===== src/rtl/register_write_queue_if.sv =====
// Bundle between a result producer, the write queue and the register file write port.
// The queue side uses the slave modport; the producer/register-file side uses master.
interface register_write_queue_if #(
  parameter int DATA_WIDTH = 32,
  parameter int ADDR_WIDTH = 2,
  parameter int DEPTH      = 4
);
  logic                        result_valid;
  logic                        result_ready;
  logic [ADDR_WIDTH-1:0]       result_register;
  logic [DATA_WIDTH-1:0]       result_data;
  logic                        flush;
  logic                        write_stall;
  logic [ADDR_WIDTH-1:0]       write_register;
  logic [DATA_WIDTH-1:0]       write_data;
  logic                        write_enable;
  logic [(2**ADDR_WIDTH)-1:0]  pending;
  logic [$clog2(DEPTH):0]      occupancy;

  modport master (
    output result_valid, result_register, result_data, flush, write_stall,
    input  result_ready, write_register, write_data, write_enable, pending, occupancy
  );

  modport slave (
    input  result_valid, result_register, result_data, flush, write_stall,
    output result_ready, write_register, write_data, write_enable, pending, occupancy
  );
endinterface


===== src/rtl/register_write_queue.sv =====
// In-order write buffer in front of the register file write port, with a per-register
// pending mask for read-after-write hazard detection.
module register_write_queue #(
  parameter int DATA_WIDTH = 32,
  parameter int ADDR_WIDTH = 2,
  parameter int DEPTH      = 4
) (
  input  logic                   clock,
  input  logic                   reset_n,
  register_write_queue_if.slave  bus
);
  localparam int PTR_W = $clog2(DEPTH);
  localparam int OCC_W = PTR_W + 1;
  localparam int NREG  = 2 ** ADDR_WIDTH;

  logic [PTR_W-1:0]      head_r;
  logic [PTR_W-1:0]      tail_r;
  logic [OCC_W-1:0]      occ_r;
  logic [DEPTH-1:0]      valid_r;
  logic [ADDR_WIDTH-1:0] reg_r  [DEPTH];
  logic [DATA_WIDTH-1:0] data_r [DEPTH];
  logic [NREG-1:0]       pending_r;

  logic                  not_empty_s;
  logic                  full_s;
  logic                  push_s;
  logic                  pop_s;
  logic [OCC_W-1:0]      occ_next_s;
  logic [DEPTH-1:0]      valid_next_s;
  logic [NREG-1:0]       pending_next_s;

  function automatic logic [NREG-1:0] reg_onehot(input logic [ADDR_WIDTH-1:0] idx);
    reg_onehot = {{(NREG-1){1'b0}}, 1'b1} << idx;
  endfunction

  // Handshake and pop qualification; ready depends only on registered occupancy.
  always_comb begin
    not_empty_s = (occ_r != {OCC_W{1'b0}});
    full_s      = (occ_r == OCC_W'(DEPTH));
    push_s      = bus.result_valid & ~full_s & ~bus.flush;
    pop_s       = not_empty_s & ~bus.write_stall & ~bus.flush;
  end

  // Next occupancy, entry-valid vector and pending mask as they will be after this edge.
  always_comb begin
    occ_next_s     = occ_r;
    valid_next_s   = valid_r;
    pending_next_s = {NREG{1'b0}};
    case ({push_s, pop_s})
      2'b10:   occ_next_s = occ_r + {{(OCC_W-1){1'b0}}, 1'b1};
      2'b01:   occ_next_s = occ_r - {{(OCC_W-1){1'b0}}, 1'b1};
      default: occ_next_s = occ_r;
    endcase
    for (int i = 0; i < DEPTH; i++) begin
      // A slot is never pushed and popped in the same cycle, so the push test may win.
      if (bus.flush) begin
        valid_next_s[i] = 1'b0;
      end else if (push_s && (tail_r == PTR_W'(i))) begin
        valid_next_s[i] = 1'b1;
      end else if (pop_s && (head_r == PTR_W'(i))) begin
        valid_next_s[i] = 1'b0;
      end else begin
        valid_next_s[i] = valid_r[i];
      end
      if (valid_next_s[i]) begin
        pending_next_s = pending_next_s | reg_onehot(
          (push_s && (tail_r == PTR_W'(i))) ? bus.result_register : reg_r[i]);
      end else begin
        pending_next_s = pending_next_s;
      end
    end
  end

  // Queue storage, pointers, occupancy and pending mask.
  always_ff @(posedge clock or negedge reset_n) begin
    if (!reset_n) begin
      head_r    <= {PTR_W{1'b0}};
      tail_r    <= {PTR_W{1'b0}};
      occ_r     <= {OCC_W{1'b0}};
      valid_r   <= {DEPTH{1'b0}};
      pending_r <= {NREG{1'b0}};
      for (int i = 0; i < DEPTH; i++) begin
        reg_r[i]  <= {ADDR_WIDTH{1'b0}};
        data_r[i] <= {DATA_WIDTH{1'b0}};
      end
    end else begin
      valid_r   <= valid_next_s;
      pending_r <= pending_next_s;
      if (bus.flush) begin
        head_r <= {PTR_W{1'b0}};
        tail_r <= {PTR_W{1'b0}};
        occ_r  <= {OCC_W{1'b0}};
      end else begin
        occ_r <= occ_next_s;
        if (push_s) begin
          reg_r[tail_r]  <= bus.result_register;
          data_r[tail_r] <= bus.result_data;
          tail_r         <= tail_r + {{(PTR_W-1){1'b0}}, 1'b1};
        end
        if (pop_s) begin
          head_r <= head_r + {{(PTR_W-1){1'b0}}, 1'b1};
        end
      end
    end
  end

  // Register file port shows the head entry only while something is queued.
  always_comb begin
    bus.result_ready   = ~full_s;
    bus.write_enable   = pop_s;
    bus.pending        = pending_r;
    bus.occupancy      = occ_r;
    if (not_empty_s) begin
      bus.write_register = reg_r[head_r];
      bus.write_data     = data_r[head_r];
    end else begin
      bus.write_register = {ADDR_WIDTH{1'b0}};
      bus.write_data     = {DATA_WIDTH{1'b0}};
    end
  end
endmodule


===== src/flat_wrapper.sv =====
// flat-port wrapper written by rule: the top's interface ports become plain ports
module register_write_queue_flat 
#(
  parameter int DATA_WIDTH = 32,
  parameter int ADDR_WIDTH = 2,
  parameter int DEPTH      = 4
)
  (clock, reset_n, bus_result_valid, bus_result_register, bus_result_data, bus_flush, bus_write_stall, bus_result_ready, bus_write_register, bus_write_data, bus_write_enable, bus_pending, bus_occupancy);
  register_write_queue_if #(.DATA_WIDTH(DATA_WIDTH), .ADDR_WIDTH(ADDR_WIDTH), .DEPTH(DEPTH)) bus_i ();
  input  logic clock;
  input  logic reset_n;
  input wire logic [$bits(bus_i.result_valid)-1:0] bus_result_valid;
  input wire logic [$bits(bus_i.result_register)-1:0] bus_result_register;
  input wire logic [$bits(bus_i.result_data)-1:0] bus_result_data;
  input wire logic [$bits(bus_i.flush)-1:0] bus_flush;
  input wire logic [$bits(bus_i.write_stall)-1:0] bus_write_stall;
  output wire logic [$bits(bus_i.result_ready)-1:0] bus_result_ready;
  output wire logic [$bits(bus_i.write_register)-1:0] bus_write_register;
  output wire logic [$bits(bus_i.write_data)-1:0] bus_write_data;
  output wire logic [$bits(bus_i.write_enable)-1:0] bus_write_enable;
  output wire logic [$bits(bus_i.pending)-1:0] bus_pending;
  output wire logic [$bits(bus_i.occupancy)-1:0] bus_occupancy;
  assign bus_i.result_valid = bus_result_valid;
  assign bus_i.result_register = bus_result_register;
  assign bus_i.result_data = bus_result_data;
  assign bus_i.flush = bus_flush;
  assign bus_i.write_stall = bus_write_stall;
  assign bus_result_ready = bus_i.result_ready;
  assign bus_write_register = bus_i.write_register;
  assign bus_write_data = bus_i.write_data;
  assign bus_write_enable = bus_i.write_enable;
  assign bus_pending = bus_i.pending;
  assign bus_occupancy = bus_i.occupancy;
  register_write_queue #(.DATA_WIDTH(DATA_WIDTH), .ADDR_WIDTH(ADDR_WIDTH), .DEPTH(DEPTH)) u_core (.clock(clock), .reset_n(reset_n), .bus(bus_i));
endmodule

===== config.mk =====
export PLATFORM = sky130hd
export DESIGN_NAME = register_write_queue_flat
export DESIGN_NICKNAME = d
export VERILOG_FILES = /design/src/rtl/register_write_queue_if.sv /design/src/rtl/register_write_queue.sv /design/src/flat_wrapper.sv
export SDC_FILE = /design/constraint.sdc
export NUM_CORES = 1
export LEC_CHECK = 0
export ABC_AREA = 1
export BUFFER_PORTS_ARGS = -buffer_cell sky130_fd_sc_hd__buf_2
export CAP_MARGIN = 20
export CORE_MARGIN = 2
export CORE_UTILIZATION = 59
export DETAILED_ROUTE_END_ITERATION = 16
export GPL_TIMING_DRIVEN = 1
export PLACE_DENSITY = 0.83
export RECOVER_POWER = 50
export SLEW_MARGIN = 20
export SYNTH_ARGS = -nofsm -noshare
export SYNTH_HDL_FRONTEND = slang
export SYNTH_SLANG_ARGS = --single-unit

===== constraint.sdc =====
create_clock -name clock -period 2.8 [get_ports clock]
set_clock_uncertainty 0.1 [all_clocks]
set_input_delay 0.56 -clock clock [delete_from_list [all_inputs] [get_ports clock]]
set_output_delay 0.56 -clock clock [all_outputs]
set_load 0.02 [all_outputs]

* Yosys cells after proc, flatten, opt, wreduce, memory -nomap -nowiden
Cells that the tools add are included.
Operators by class: $add $sub $neg 4, magnitude comparators 3, equality and inequality tests 9, shifts and indexed selects 4, muxes and demuxes 40, bitwise logic cells 12, reductions and logical operators 16
Operators with widths (number):
- 128-bit bitwise mux | 1
- 32-bit two-way mux | 4
- 32-bit binary-select mux with 2-bit select | 1
- 32-bit demux with 2-bit select | 1
- 2-bit two-way mux | 12
- 4-bit two-way mux | 4
- 1-bit by 2-bit << shifter with 4-bit output (first input constant) | 4
- 1-bit two-way mux | 12
- 4-bit OR | 3
- 2-bit == test (second input constant) | 5
- 1-bit logical AND | 9
- 8-bit bitwise mux | 1
- 2-bit by 1-bit == test with 1-bit output (second input constant) | 3
- 3-bit >= comparator (second input constant) | 2
- 2-bit NOT with 3-bit output | 2
- 3-bit one-hot mux with 2 select lines | 1
- 3-bit nonzero test | 2
- 2-bit by 1-bit adder with 2-bit output (second input constant) | 2
- 1-bit AND | 4
- 2-bit binary-select mux with 2-bit select | 1
- 2-bit demux with 2-bit select | 1
- 2-bit logical NOT | 2
- 2-bit nonzero test | 2
- 3-bit by 1-bit adder with 3-bit output (second input constant) | 1
- other kinds (6) | 8
Storage, ports and cells: bits in registers 151, bits of input ports 39, output and inout bits 43, word-level logic and storage cells 101

* Depth between registers and ports, before layout
depth after elaboration 14, gate-level depth with buffers 11, gate-level depth less buffers 11

* Worst setup path after synthesis
No wires, ideal clock.
kind flip-flop to output port, start register u_core.head_r[1], end output bus_write_data[24], arrival 1.475 ns, required time 2.140 ns, setup slack 0.665 ns, stages on the path, launching flop included 7, path buffers 2, path through dfrtp_1 buf_2 clkinv_1 clkbuf_1 a21oi_1 o21ai_0 a21oi_1
On the way: longest elaborated chain between the ends 5
RTL lines:
- start: declaration | RTL line register_write_queue.sv:16 | logic [PTR_W-1:0] head_r;
- start signal: assignment | RTL line register_write_queue.sv:77 | head_r <= {PTR_W{1'b0}};
- start signal: assignment | RTL line register_write_queue.sv:90 | head_r <= {PTR_W{1'b0}};
- start signal: assignment | RTL line register_write_queue.sv:101 | head_r <= head_r + {{(PTR_W-1){1'b0}}, 1'b1};
- 2-bit NOT with 3-bit output (not written as such) | RTL line register_write_queue.sv:115 | bus.write_data = data_r[head_r];
- 32-bit binary-select mux with 2-bit select | RTL line register_write_queue.sv:115
- 32-bit two-way mux (not written as such) (2 in series) | RTL line register_write_queue.sv:115
- 32-bit two-way mux | RTL line register_write_queue.sv:113 | if (not_empty_s) begin
- end: declaration | RTL line flat_wrapper.sv:19 | output wire logic [$bits(bus_i.write_data)-1:0] bus_write_data;
No other way between the ends. The select of a mux whose other input is x is not followed.

* Worst setup path in the final report
start register u_core.head_r[1], end output bus_write_data[30]
The elaborated chain is that of the path after synthesis.

==> results.txt <==
----------------------------------------------------
[CTS]
  Number of buffers added to fix hold violations after cts ... 0
  CTS buffer count ... 17
  Resized cells post-CTS ... 0
  Post-CTS setup-driven buffer insertion count ... 0
  Latest clock arrival within the worst-skew pair ... 420 ps
  Total number of clock tree sinks ... about 150
  Deepest clock path buffer count ... 2
  H-Tree Depth ... 4
  CTS Root Cell ... sky130_fd_sc_hd__clkbuf_16
  TritonCTS clock tree ... built
  Clock input transition at the sequential cells of the worst setup and hold paths ... roughly 60 ps

[Timing]
  Max frequency ... 0.3816 GHz
  Period utilisation layout ... 93.60%
  Worst slew margin ... -6.752%
  Aggregate negative setup slack ... 0 ps
  Final setup violation count ... 0
  Minimum period implied by the final worst setup slack ... 2621 ps
  Number of hold-slack violations in the final timing report ... 0
  Pins Over Slew Limit ... between 60 and 70
  Smallest setup slack after layout ... approximately 180 ps
  Setup repair after global routing missed its margin ... no
  Worst Tran Pin Value ... 1601 ps

[Routing]
  WL per Instance ... ~16 um
  Aggregate routed wire length ... around 18 mm
  Antenna violation net count after detailed routing ... 0
  Drt via density ... approximately 5.5
  Detailed-route via count ... ~6300
  Drt first pass iters ... 5
  Initial DRC count ... around 690
  Number of design rule violations left after detail routing ... 0

[Synthesis]
  Number of flops mapped to enable cells by yosys ... 0
  Mean Syn Cell Area ... between 7 and 8 sq um
  Net count of the mapped netlist ... 969
  Flops & latches, synth ... between 150 and 200
  Post-synth cell types ... 28
  Main flop type after synthesis ... sky130_fd_sc_hd__dfrtp_1
  Asr flop ratio synth ... 100.0%
  Cell count after synthesis ... 921
  Post-synthesis sequential area ratio ... between 50% and 60%
  Synth Cell Area ... about 0.0072 sq mm
  Synthesis Warnings ... 0

[Critical path]
  Maximum fanout encountered on the critical timing path ... 12
  Worst stage delay on the critical path ... 390 ps
  CP dominant cell by count ... sky130_fd_sc_hd__a21oi_1
  Critical path's slowest cell ... sky130_fd_sc_hd__dfrtp_1
  Critical Path AT ... between 1500 and 2000 ps
  Critical path data required time ... 2140 ps
  Crit path kind ... flip-flop to primary output
  Worst setup SP type ... flip-flop
  Sequence of cells on the critical path ... clkinvlp_4 > buf_4 > a21oi_1 > o21ai_0 > a21oi_1 > buf_2
  Kind of capture point of the worst setup path ... primary output

[Cells and area]
  Most common library cell in the layout ignoring fill and taps ... sky130_fd_sc_hd__nand2_1
  Share of post-route cells with drive strength above 1 ... between 10% and 20%
  Commonest non-fill, non-tap cells in the layout ... sky130_fd_sc_hd__nand2_1 (304), sky130_fd_sc_hd__dfrtp_1 (150), sky130_fd_sc_hd__o21ai_0 (133), sky130_fd_sc_hd__a21oi_1 (102), sky130_fd_sc_hd__inv_1 (83)
  Count of antenna diodes in the layout ... 0
  Area overhead of the layout relative to synthesis ... 13.82%
  Nets@finish ... a little over 1000

[Floorplanning]
  Placeable core area ... between 0.01 and 0.015 sq mm
  I/O Pins ... between 80 and 90
  Number of core rows ... 40
  Die Footprint ... 0.01318 sq mm
  Starting density of the core ... between 60% and 70%
  Horiz. Die Dim ... approximately 110 um
  Die height ... 114.8 um

[Placement]
  Post-detail-place hpwl ... around 11 mm
  Worst slack, placed ... roughly 470 ps
  Final Wtd Congestion ... between 0.8 and 0.9
  Port buffer count ... 81

[GRT]
  Global-route wire length before repair ... approximately 29 mm
  Number of global-route vias before repair ... 6042
  Pin count of the biggest net entering global routing ... 65
  GRT Residual Overflow ... 0
  GRT Resource Usage Total ... 28.59%
  Initial antenna violation count ... 0

[Pwr]
  Worst vdd ir ... 0.0008445 V
  Power share of the sequential group ... 38.2%
  Switching Power ... approximately 3600 uW
  Static leakage ... around 0.0042 uW
  Switching Share ... roughly 40%
  Clock power frac ... a little under a quarter
  Cell area power density ... around 1100 mW/mm^2
  Internal power ... approximately 5500 uW
  Combinational share of power ... ~39%

[Job]
  Max Cap Violations ... 1

[Status]
  Violated checks ... capacitance limit, slew limit
  Run status ... finished, violations left

[Hold path]
  Worst Hold Class ... primary input to flip-flop

----------------------------------------------------
[routing by layer]
| metal | up-vias | track usage [%] | wire [um] |
|---|---|---|---|
| li1 | 3053 | - | - |
| met1 | 3001 | 39.14 | 7932 |
| met2 | 242 | 46.63 | 8389 |
| met3 | 23 | 4.850 | 1139 |
| met4 | 0 | 10.28 | 259 |
| met5 | - | 0 | 0 |
[metrics by stage]
stage / power (uW) / hold WS (ps) / std cells / cell area, sq um / utilization [%]
detailed placement: 7047 / 359.7 / 1113 / 7794 / 64.89
floorplan: 5880 / 164.4 / 921 / 7243 / -
CTS: 9167 / 44.47 / 1142 / 8315 / 69.23
global route: 9760 / 286.7 / 1142 / 8244 / 68.64
global placement: 6940 / 356.0 / 1113 / 7794 / 64.89
finish: 9130 / 282.6 / 1142 / 8244 / 68.64
[worst paths after layout]
check / start / to / slack [ps] / cells past startpoint
hold / removal: bus_result_data[3] / u_core.data_r[99]$_DFFE_PN0P_ / 280 / 3
setup / recovery: u_core.head_r[1]$_DFFE_PN0P_ / bus_write_data[30] / 180 / 6
max in group asynchronous: reset_n / u_core.data_r[27]$_DFFE_PN0P_ / 580 / 2
min in group asynchronous: reset_n / u_core.data_r[102]$_DFFE_PN0P_ / 440 / 1
setup reg to reg: u_core.bus.occupancy[1]$_DFFE_PN0P_ / u_core.bus.pending[1]$_DFF_PN0_ / 230 / 9
hold reg to reg: u_core.data_r[124]$_DFFE_PN0P_ / u_core.data_r[124]$_DFFE_PN0P_ / 380 / 2
[cell type report]
class | count | area (sq um)
Clock buffer | 24 | 471.7
Clock inverter | 5 | 50.05
Fill cell | 1006 | 3767
Inverter | 93 | 352.8
Multi-Input combinational cell | 624 | 2833
Sequential cell | 151 | 3780
Tap cell | 147 | 183.9
Timing Repair Buffer | 98 | 573.1
[state kept, by name (all words and copies together) (netlist names)]
signal / cells
u_core.bus.pending: 4
u_core.bus.occupancy: 3
u_core.tail_r: 2
u_core.valid_r: 4
u_core.head_r: 2
u_core.reg_r: 8
u_core.data_r: 128
[critical path, delay by kind of cell (launching register included)]
kind	cells	cell delay, ps
buffers and inverters	3	690
AO/OA/AOI/OAI	3	450
flip-flops	1	390
[power groups by stage]
stage	Sequential (uW)	Combinational [uW]	Clock (uW)
2_1_floorplan	3460	2420	0
3_3_place_gp	3470	3470	0
3_5_place_dp	3500	3550	0
4_1_cts	3480	3590	2100
5_1_grt	3590	3970	2210
6_report	3490	3560	2080
[cell usage after synthesis (3+ instances only)]
master | instances | area share (%)
sky130_fd_sc_hd__nand2_1 | 302 | 16
sky130_fd_sc_hd__o21ai_0 | 131 | 9.1
sky130_fd_sc_hd__nor2_2 | 4 | 0.35
sky130_fd_sc_hd__nand3_1 | 14 | 0.97
sky130_fd_sc_hd__inv_2 | 7 | 0.36
sky130_fd_sc_hd__nor2_1 | 33 | 1.7
sky130_fd_sc_hd__a21oi_1 | 102 | 7.0
sky130_fd_sc_hd__dfrtp_1 | 151 | 52
sky130_fd_sc_hd__ha_1 | 8 | 1.4
sky130_fd_sc_hd__buf_1 | 5 | 0.26
sky130_fd_sc_hd__buf_2 | 22 | 1.5
sky130_fd_sc_hd__clkbuf_1 | 21 | 1.1
sky130_fd_sc_hd__nand2_2 | 3 | 0.26
sky130_fd_sc_hd__buf_4 | 4 | 0.41
sky130_fd_sc_hd__o21ai_1 | 13 | 0.90
sky130_fd_sc_hd__inv_1 | 84 | 4.4
[kinds of logic (layout without fill, tap and decap cells)]
kind of cell	Yosys count	count (layout)	share of synthesized area (%)
compound gates	248	248	17.24
xor+xnor	2	2	0.2419
fa+ha+maj	9	9	1.658
buf+inv	146	220	8.257
flops	151	151	52.17
simple gates	365	365	20.44
Note: power is estimated with default switching activity, not from simulation.
